<file path="src/rtl/riscv_pkg.sv">
// Shared constants and types for the RV32I pipeline control logic.
package riscv_pkg;

  localparam logic [1:0] FWD_RF = 2'b00;
  localparam logic [1:0] FWD_W  = 2'b01;
  localparam logic [1:0] FWD_M  = 2'b10;

  localparam logic [6:0] OP_LOAD   = 7'b0000011;
  localparam logic [6:0] OP_STORE  = 7'b0100011;
  localparam logic [6:0] OP_RTYPE  = 7'b0110011;
  localparam logic [6:0] OP_ITYPE  = 7'b0010011;
  localparam logic [6:0] OP_BRANCH = 7'b1100011;

  typedef enum logic {
    RUN      = 1'b0,
    MEM_WAIT = 1'b1
  } state_t;

  // An instruction touches data memory if it is a load (writes RF from memory) or a store.
  function automatic logic is_mem_access(input logic regwrite, input logic resultsrc,
                                         input logic memwrite);
    return (regwrite & resultsrc) | memwrite;
  endfunction

endpackage

</file>
<file path="src/rtl/forward_unit.sv">
// Combinational forward select for one ALU operand: M stage beats W stage, x0 never forwarded.
module forward_unit
  import riscv_pkg::*;
#(
  parameter int REG_AW = 5
) (
  input  logic [REG_AW-1:0] i_rs_e,
  input  logic [REG_AW-1:0] i_rd_m,
  input  logic [REG_AW-1:0] i_rd_w,
  input  logic              i_regwrite_m,
  input  logic              i_regwrite_w,
  output logic [1:0]        o_fwd
);

  logic w_hit_m;
  logic w_hit_w;

  assign w_hit_m = i_regwrite_m && (i_rd_m != '0) && (i_rd_m == i_rs_e);
  assign w_hit_w = i_regwrite_w && (i_rd_w != '0) && (i_rd_w == i_rs_e);

  always_comb begin
    o_fwd = FWD_RF;
    if (w_hit_m) begin
      o_fwd = FWD_M;
    end else if (w_hit_w) begin
      o_fwd = FWD_W;
    end
  end

endmodule

</file>
<file path="src/rtl/hazard_ctrl.sv">
// Stall/flush/forward control for the 5-stage RV32I core, with a data-memory wait FSM and timeout.
// Optional HAZARD_PERF_EN adds perf_stall_cnt / perf_flush_cnt outputs.
module hazard_ctrl
  import riscv_pkg::*;
#(
  parameter int REG_AW   = 5,
  parameter int WAIT_MAX = 15
) (
  input  logic              clk,
  input  logic              rst,
  input  logic [REG_AW-1:0] rs1D,
  input  logic [REG_AW-1:0] rs2D,
  input  logic [REG_AW-1:0] rdD,
  input  logic              RegWriteD,
  input  logic              ResultSrcD,
  input  logic              MemWriteD,
  input  logic              PCSrcE,
  input  logic              mem_ready,
  output logic              StallF,
  output logic              StallD,
  output logic              StallE,
  output logic              StallM,
  output logic              FlushD,
  output logic              FlushE,
  output logic [1:0]        ForwardAE,
  output logic [1:0]        ForwardBE,
  output logic              mem_timeout,
`ifdef HAZARD_PERF_EN
  output logic [31:0]       perf_stall_cnt,
  output logic [31:0]       perf_flush_cnt,
`endif
  output state_t            o_fsm_state
);

  localparam int CW = $clog2(WAIT_MAX + 1);
  localparam logic [CW-1:0] WAIT_LAST = CW'(WAIT_MAX);

  // Shadow pipeline: only the fields hazard detection needs.
  logic [REG_AW-1:0] r_rs1E, r_rs2E, r_rdE;
  logic              r_regwriteE, r_resultsrcE, r_memwriteE;
  logic [REG_AW-1:0] r_rdM;
  logic              r_regwriteM, r_resultsrcM, r_memwriteM;
  logic [REG_AW-1:0] r_rdW;
  logic              r_regwriteW;

  state_t            r_state;
  logic [CW-1:0]     r_wait_cnt;
  logic              r_timeout;

  logic w_mem_m;
  logic w_timeout_now;
  logic w_freeze;
  logic w_branch;
  logic w_load_use;
  logic w_flush_e;

  assign w_mem_m       = is_mem_access(r_regwriteM, r_resultsrcM, r_memwriteM);
  // The last allowed wait cycle releases the pipeline even though memory never answered.
  assign w_timeout_now = (r_state == MEM_WAIT) && (r_wait_cnt == WAIT_LAST) && !mem_ready;
  assign w_freeze      = w_mem_m && !mem_ready && !w_timeout_now;
  assign w_branch      = PCSrcE && !w_freeze;
  assign w_load_use    = (r_state == RUN) && !w_freeze && r_regwriteE && r_resultsrcE &&
                         (r_rdE != '0) && ((r_rdE == rs1D) || (r_rdE == rs2D));
  assign w_flush_e     = w_branch || w_load_use;

  // A taken branch makes the D instruction wrong-path, so it wins over a load-use stall.
  assign StallF      = w_freeze || (w_load_use && !w_branch);
  assign StallD      = w_freeze || (w_load_use && !w_branch);
  assign StallE      = w_freeze;
  assign StallM      = w_freeze;
  assign FlushD      = w_branch;
  assign FlushE      = w_flush_e;
  assign mem_timeout = r_timeout;
  assign o_fsm_state = r_state;

  always_ff @(posedge clk) begin
    if (rst) begin
      r_state    <= RUN;
      r_wait_cnt <= '0;
      r_timeout  <= 1'b0;
    end else begin
      case (r_state)
        RUN: begin
          r_wait_cnt <= '0;
          if (w_mem_m && !mem_ready) begin
            r_state <= MEM_WAIT;
          end
        end
        MEM_WAIT: begin
          if (mem_ready) begin
            r_state    <= RUN;
            r_wait_cnt <= '0;
          end else if (r_wait_cnt == WAIT_LAST) begin
            r_state    <= RUN;
            r_wait_cnt <= '0;
            r_timeout  <= 1'b1;
          end else begin
            r_wait_cnt <= r_wait_cnt + CW'(1);
          end
        end
        default: begin
          r_state    <= RUN;
          r_wait_cnt <= '0;
        end
      endcase
    end
  end

  always_ff @(posedge clk) begin
    if (rst) begin
      r_rs1E       <= '0;
      r_rs2E       <= '0;
      r_rdE        <= '0;
      r_regwriteE  <= 1'b0;
      r_resultsrcE <= 1'b0;
      r_memwriteE  <= 1'b0;
      r_rdM        <= '0;
      r_regwriteM  <= 1'b0;
      r_resultsrcM <= 1'b0;
      r_memwriteM  <= 1'b0;
      r_rdW        <= '0;
      r_regwriteW  <= 1'b0;
    end else if (!w_freeze) begin
      if (w_flush_e) begin
        r_rs1E       <= '0;
        r_rs2E       <= '0;
        r_rdE        <= '0;
        r_regwriteE  <= 1'b0;
        r_resultsrcE <= 1'b0;
        r_memwriteE  <= 1'b0;
      end else begin
        r_rs1E       <= rs1D;
        r_rs2E       <= rs2D;
        r_rdE        <= rdD;
        r_regwriteE  <= RegWriteD;
        r_resultsrcE <= ResultSrcD;
        r_memwriteE  <= MemWriteD;
      end
      r_rdM        <= r_rdE;
      r_regwriteM  <= r_regwriteE;
      r_resultsrcM <= r_resultsrcE;
      r_memwriteM  <= r_memwriteE;
      r_rdW        <= r_rdM;
      r_regwriteW  <= r_regwriteM;
    end else begin
      // E and M hold while frozen; W drains so the finished instruction is not written twice.
      r_rdW       <= '0;
      r_regwriteW <= 1'b0;
    end
  end

  forward_unit #(.REG_AW(REG_AW)) u_fwd_a (
    .i_rs_e       (r_rs1E),
    .i_rd_m       (r_rdM),
    .i_rd_w       (r_rdW),
    .i_regwrite_m (r_regwriteM),
    .i_regwrite_w (r_regwriteW),
    .o_fwd        (ForwardAE)
  );

  forward_unit #(.REG_AW(REG_AW)) u_fwd_b (
    .i_rs_e       (r_rs2E),
    .i_rd_m       (r_rdM),
    .i_rd_w       (r_rdW),
    .i_regwrite_m (r_regwriteM),
    .i_regwrite_w (r_regwriteW),
    .o_fwd        (ForwardBE)
  );

`ifdef HAZARD_PERF_EN
  logic [31:0] r_perf_stall;
  logic [31:0] r_perf_flush;

  always_ff @(posedge clk) begin
    if (rst) begin
      r_perf_stall <= '0;
      r_perf_flush <= '0;
    end else begin
      if (StallF) r_perf_stall <= r_perf_stall + 32'd1;
      if (FlushE) r_perf_flush <= r_perf_flush + 32'd1;
    end
  end

  assign perf_stall_cnt = r_perf_stall;
  assign perf_flush_cnt = r_perf_flush;
`endif

endmodule

</file>
<file path="config.mk">
export PLATFORM = sky130hd
export DESIGN_NAME = hazard_ctrl
export DESIGN_NICKNAME = d
export VERILOG_FILES = /design/src/rtl/riscv_pkg.sv /design/src/rtl/forward_unit.sv /design/src/rtl/hazard_ctrl.sv
export SDC_FILE = /design/constraint.sdc
export NUM_CORES = 1
export LEC_CHECK = 0
export BUFFER_PORTS_ARGS = -buffer_cell sky130_fd_sc_hd__buf_4
export CELL_PAD_IN_SITES_DETAIL_PLACEMENT = 1
export CELL_PAD_IN_SITES_GLOBAL_PLACEMENT = 1
export CORE_MARGIN = 2
export CORE_UTILIZATION = 41
export CTS_CLUSTER_DIAMETER = 50
export DETAILED_ROUTE_END_ITERATION = 7
export PLACE_DENSITY = 0.75
export SYNTH_ARGS = -nofsm -noshare
export SYNTH_HDL_FRONTEND = slang
export SYNTH_SLANG_ARGS = --single-unit
export TNS_END_PERCENT = 100
</file>
<file path="constraint.sdc">
create_clock -name clk -period 2.3 [get_ports clk]
set_clock_uncertainty 0.1 [all_clocks]
set_input_delay 0.345 -clock clk [delete_from_list [all_inputs] [get_ports clk]]
set_output_delay 0.345 -clock clk [all_outputs]
set_load 0.03 [all_outputs]
</file>
==> run summary <==
========================================================================================
Count of hold buffers inserted by post-cts repair .........................            0
Number of top-level pins ..................................................           34
Outcome ...................................................................    completed
Vias in the first global route ............................................         1823
Area after detailed placement .............................................   2260 sq um
Final worst path period need ..............................................      2250 ps
Antenna violations before repair ..........................................            0
Synth-to-layout area growth ...............................................        29.0%
Slew of the pin with the lowest slew margin ...............................       363 ps
Final Hold Vio Count ......................................................            0
Total iterations of the first detailed-routing run ........................            4
Syn_area_per_cell .........................................................   8.83 sq um
Quantity of I/O buffers inserted on ports .................................           33
Total detailed-routing wirelength .........................................      5830 um
Share of cells above drive strength 1 .....................................        32.2%
Synthesized net count .....................................................          245
Share of the synthesized area in the top cell type ........................        38.8%
Type of element launching the critical path ...............................     register
Die H .....................................................................      73.2 um
Htree depth ...............................................................            2
Highest clock rate ........................................................      445 MHz
Number of distinct library cells after synthesis ..........................           36
CTS max path bufs .........................................................            2
Area of the multi-input gates .............................................   1150 sq um
Die width .................................................................      73.2 um
Final max-slew violation count ............................................            0
Leading area contributor after synthesis ..................................      dfxtp_1
Cell count after synthesis ................................................          222
Critical path cell sequence ............................................... or4_4 > o2111ai_4 > nor2_2 > a21o_1 > buf_6
Part of the Yosys area used for sequential elements .......................        38.8%
Async set-reset flop share out of synthesis ...............................           0%
Remaining routing DRC violations ..........................................            0
Most frequent standard cell in the layout excluding fill and tap cells ....        buf_4
Total negative setup slack ................................................         0 ps
Type of the setup path with the least slack ............................... register to output pin
Vias per cell .............................................................         5.64
Most instantiated flip-flop cell in the synthesis netlist .................      dfxtp_1
Number of setup violations in the final report ............................            0
Critical-path top delay cell ..............................................        or4_4
Warnings from Yosys .......................................................            0
HPWL after detailed placement .............................................      3840 um
Number of synthesized register bits .......................................           38
Std-Cell Rows .............................................................           25
Total power density per cell area .........................................  703 nW/um^2
Post-synth EDFFs ..........................................................            0
Routed len/inst ...........................................................      18.3 um
Total global routing track utilization ....................................        23.3%
Required time worst endpoint ..............................................      1860 ps
Final net count ...........................................................          286
Pin count of the biggest net entering global routing ......................           23
Count of fill cells added during filler insertion .........................          545
Max VDD drop ..............................................................       517 uV
N_diodes ..................................................................            0
TritonCTS buffer count ....................................................            5
Most frequent cells in the layout ......................................... buf_4, nand2_1, dfxtp_1, xnor2_1, o21ai_1
Largest driver fanout on the critical path ................................            3
Global-route wire length before repair ....................................      9400 um
CTS tree ..................................................................         done
Reg-to-reg slack, setup ...................................................       340 ps
Core Box Area .............................................................   4660 sq um
Die area ..................................................................   5350 sq um
Antenna Violating Nets Remaining ..........................................            0
Summed area of non-filler cells in the final layout .......................   2530 sq um
Static leakage ............................................................     0.995 nW
Slew headroom .............................................................        75.8%
Path type of the worst min-delay path ..................................... input port to register
Number of sinks on the clock net ..........................................           38
Cell area after technology mapping ........................................   1960 sq um
Worst-Skew Late Latency ...................................................       290 ps
Portion of the clock cycle consumed by the worst path in the final layout .        97.8%
Critical Path AT ..........................................................      1800 ps
Worst path max stage delay ................................................       550 ps
Iteration-0 DRC count of the detailed router ..............................           96
Residual overflow from global routing .....................................            0
Initial cell density of the core ..........................................        42.1%
Max-cap check violation count .............................................            0
Nature of the critical path endpoint ......................................   output pin
RSZ-0062 raised after global routing ......................................         true
Root Buffer ...............................................................     clkbuf_8
Sequential cell area ......................................................    785 sq um
Global placement routability congestion ...................................        0.804
Vias after detailed routing ...............................................         1794
Largest cells by area after synthesis ..................................... dfxtp_1, xnor2_1, a32oi_1
Worst-path clk slew .......................................................        80 ps
========================================================================================
[registers in the layout, indices dropped and copies added, names as in the netlist, 4 cells and up]
signal      flops
r_rs1E          5
r_rdE           5
r_wait_cnt      4
r_rs2E          5
r_rdM           5
r_rdW           5
[cells by family after synthesis]
family,Yosys count,synth area share (%)
adder cells (fa/ha/maj),1,0.638
AND/OR/NAND/NOR,75,19.2
AO/OA/AOI/OAI,57,21.1
XOR/XNOR,32,14.3
multiplexers,1,0.511
flip-flops,38,38.8
buffers and inverters,18,5.42
[synthesized netlist by cell type, drive strengths merged (2+ instances only)]
master  count
xor2       13
inv         4
a31oi       2
o21ai      20
nor4        4
xnor2      19
clkbuf      3
a21oi       8
nor2        6
and2        7
nand3       7
a32oi      18
nand2      34
a21o        2
buf        11
or4         5
dfxtp      38
nor2b       8
nor3        2
[worst max-delay path: cells and delay by family (launching register included)]
kind / cells / cell delay (ps)
simple gates: 2 / 600
compound gates: 2 / 410
flops: 1 / 360
buf+inv: 1 / 130
[power breakdown]
| group | internal, mW | leakage [nW] | switching (mW) | total, mW |
|---|---|---|---|---|
| sequential | 0.702 | 0.318 | 0.0616 | 0.764 |
| combinational | 0.145 | 0.606 | 0.156 | 0.300 |
| clock | 0.463 | 0.0714 | 0.251 | 0.714 |
| total | 1.31 | 0.995 | 0.469 | 1.78 |
[final cells by class]
class	instances	share of cell area [%]
clock buffers	6	3.26
clock inverters	2	2.37
inverters	4	0.692
multi-input cells	166	45.6
flip-flops and latches	38	31.0
well taps	54	2.67
repair buffers	48	14.4
[timing repair]
item                       in CTS  in global routing
setup buffers                   5                  3
gates cloned                    0                  0
hold endpoints to repair        0                  0
pin swaps                       4                  6
resized for setup              17                  7
setup endpoints to repair       3                  5
[stage by stage]
| step | util (%) | power, mW | worst slack (ps) | cells | hold slack, ps |
|---|---|---|---|---|---|
| after global routing | 54.3 | 1.86 | -19.5 | 318 | 163 |
| after floorplan | - | 0.938 | 71.7 | 222 | 318 |
| final | 54.3 | 1.78 | 51.6 | 318 | 171 |
| after detailed placement | 48.4 | 1.04 | 222 | 302 | 360 |
| after global placement | 48.4 | 1.03 | 287 | 302 | 331 |
| after CTS | 53.4 | 1.78 | 5.85 | 315 | 156 |
[metal layers]
metal	GRT usage, %	share of wire (%)	vias to the layer above
met3	4.83	3.4	6
met4	5.14	0.87	0
met5	0	0	-
met2	40.1	52	39
met1	29.7	44	874
li1	-	-	875
[worst paths after layout]
path | startpoint | to | cells after the start
max reg2reg | r_rdE[1] | r_rdE[2] | 6
max | r_rdE[1] | FlushE | 5
min reg2reg | r_wait_cnt[0] | r_wait_cnt[0] | 1
min | mem_ready | r_wait_cnt[2] | 2
(Power assumes the default switching activity.)
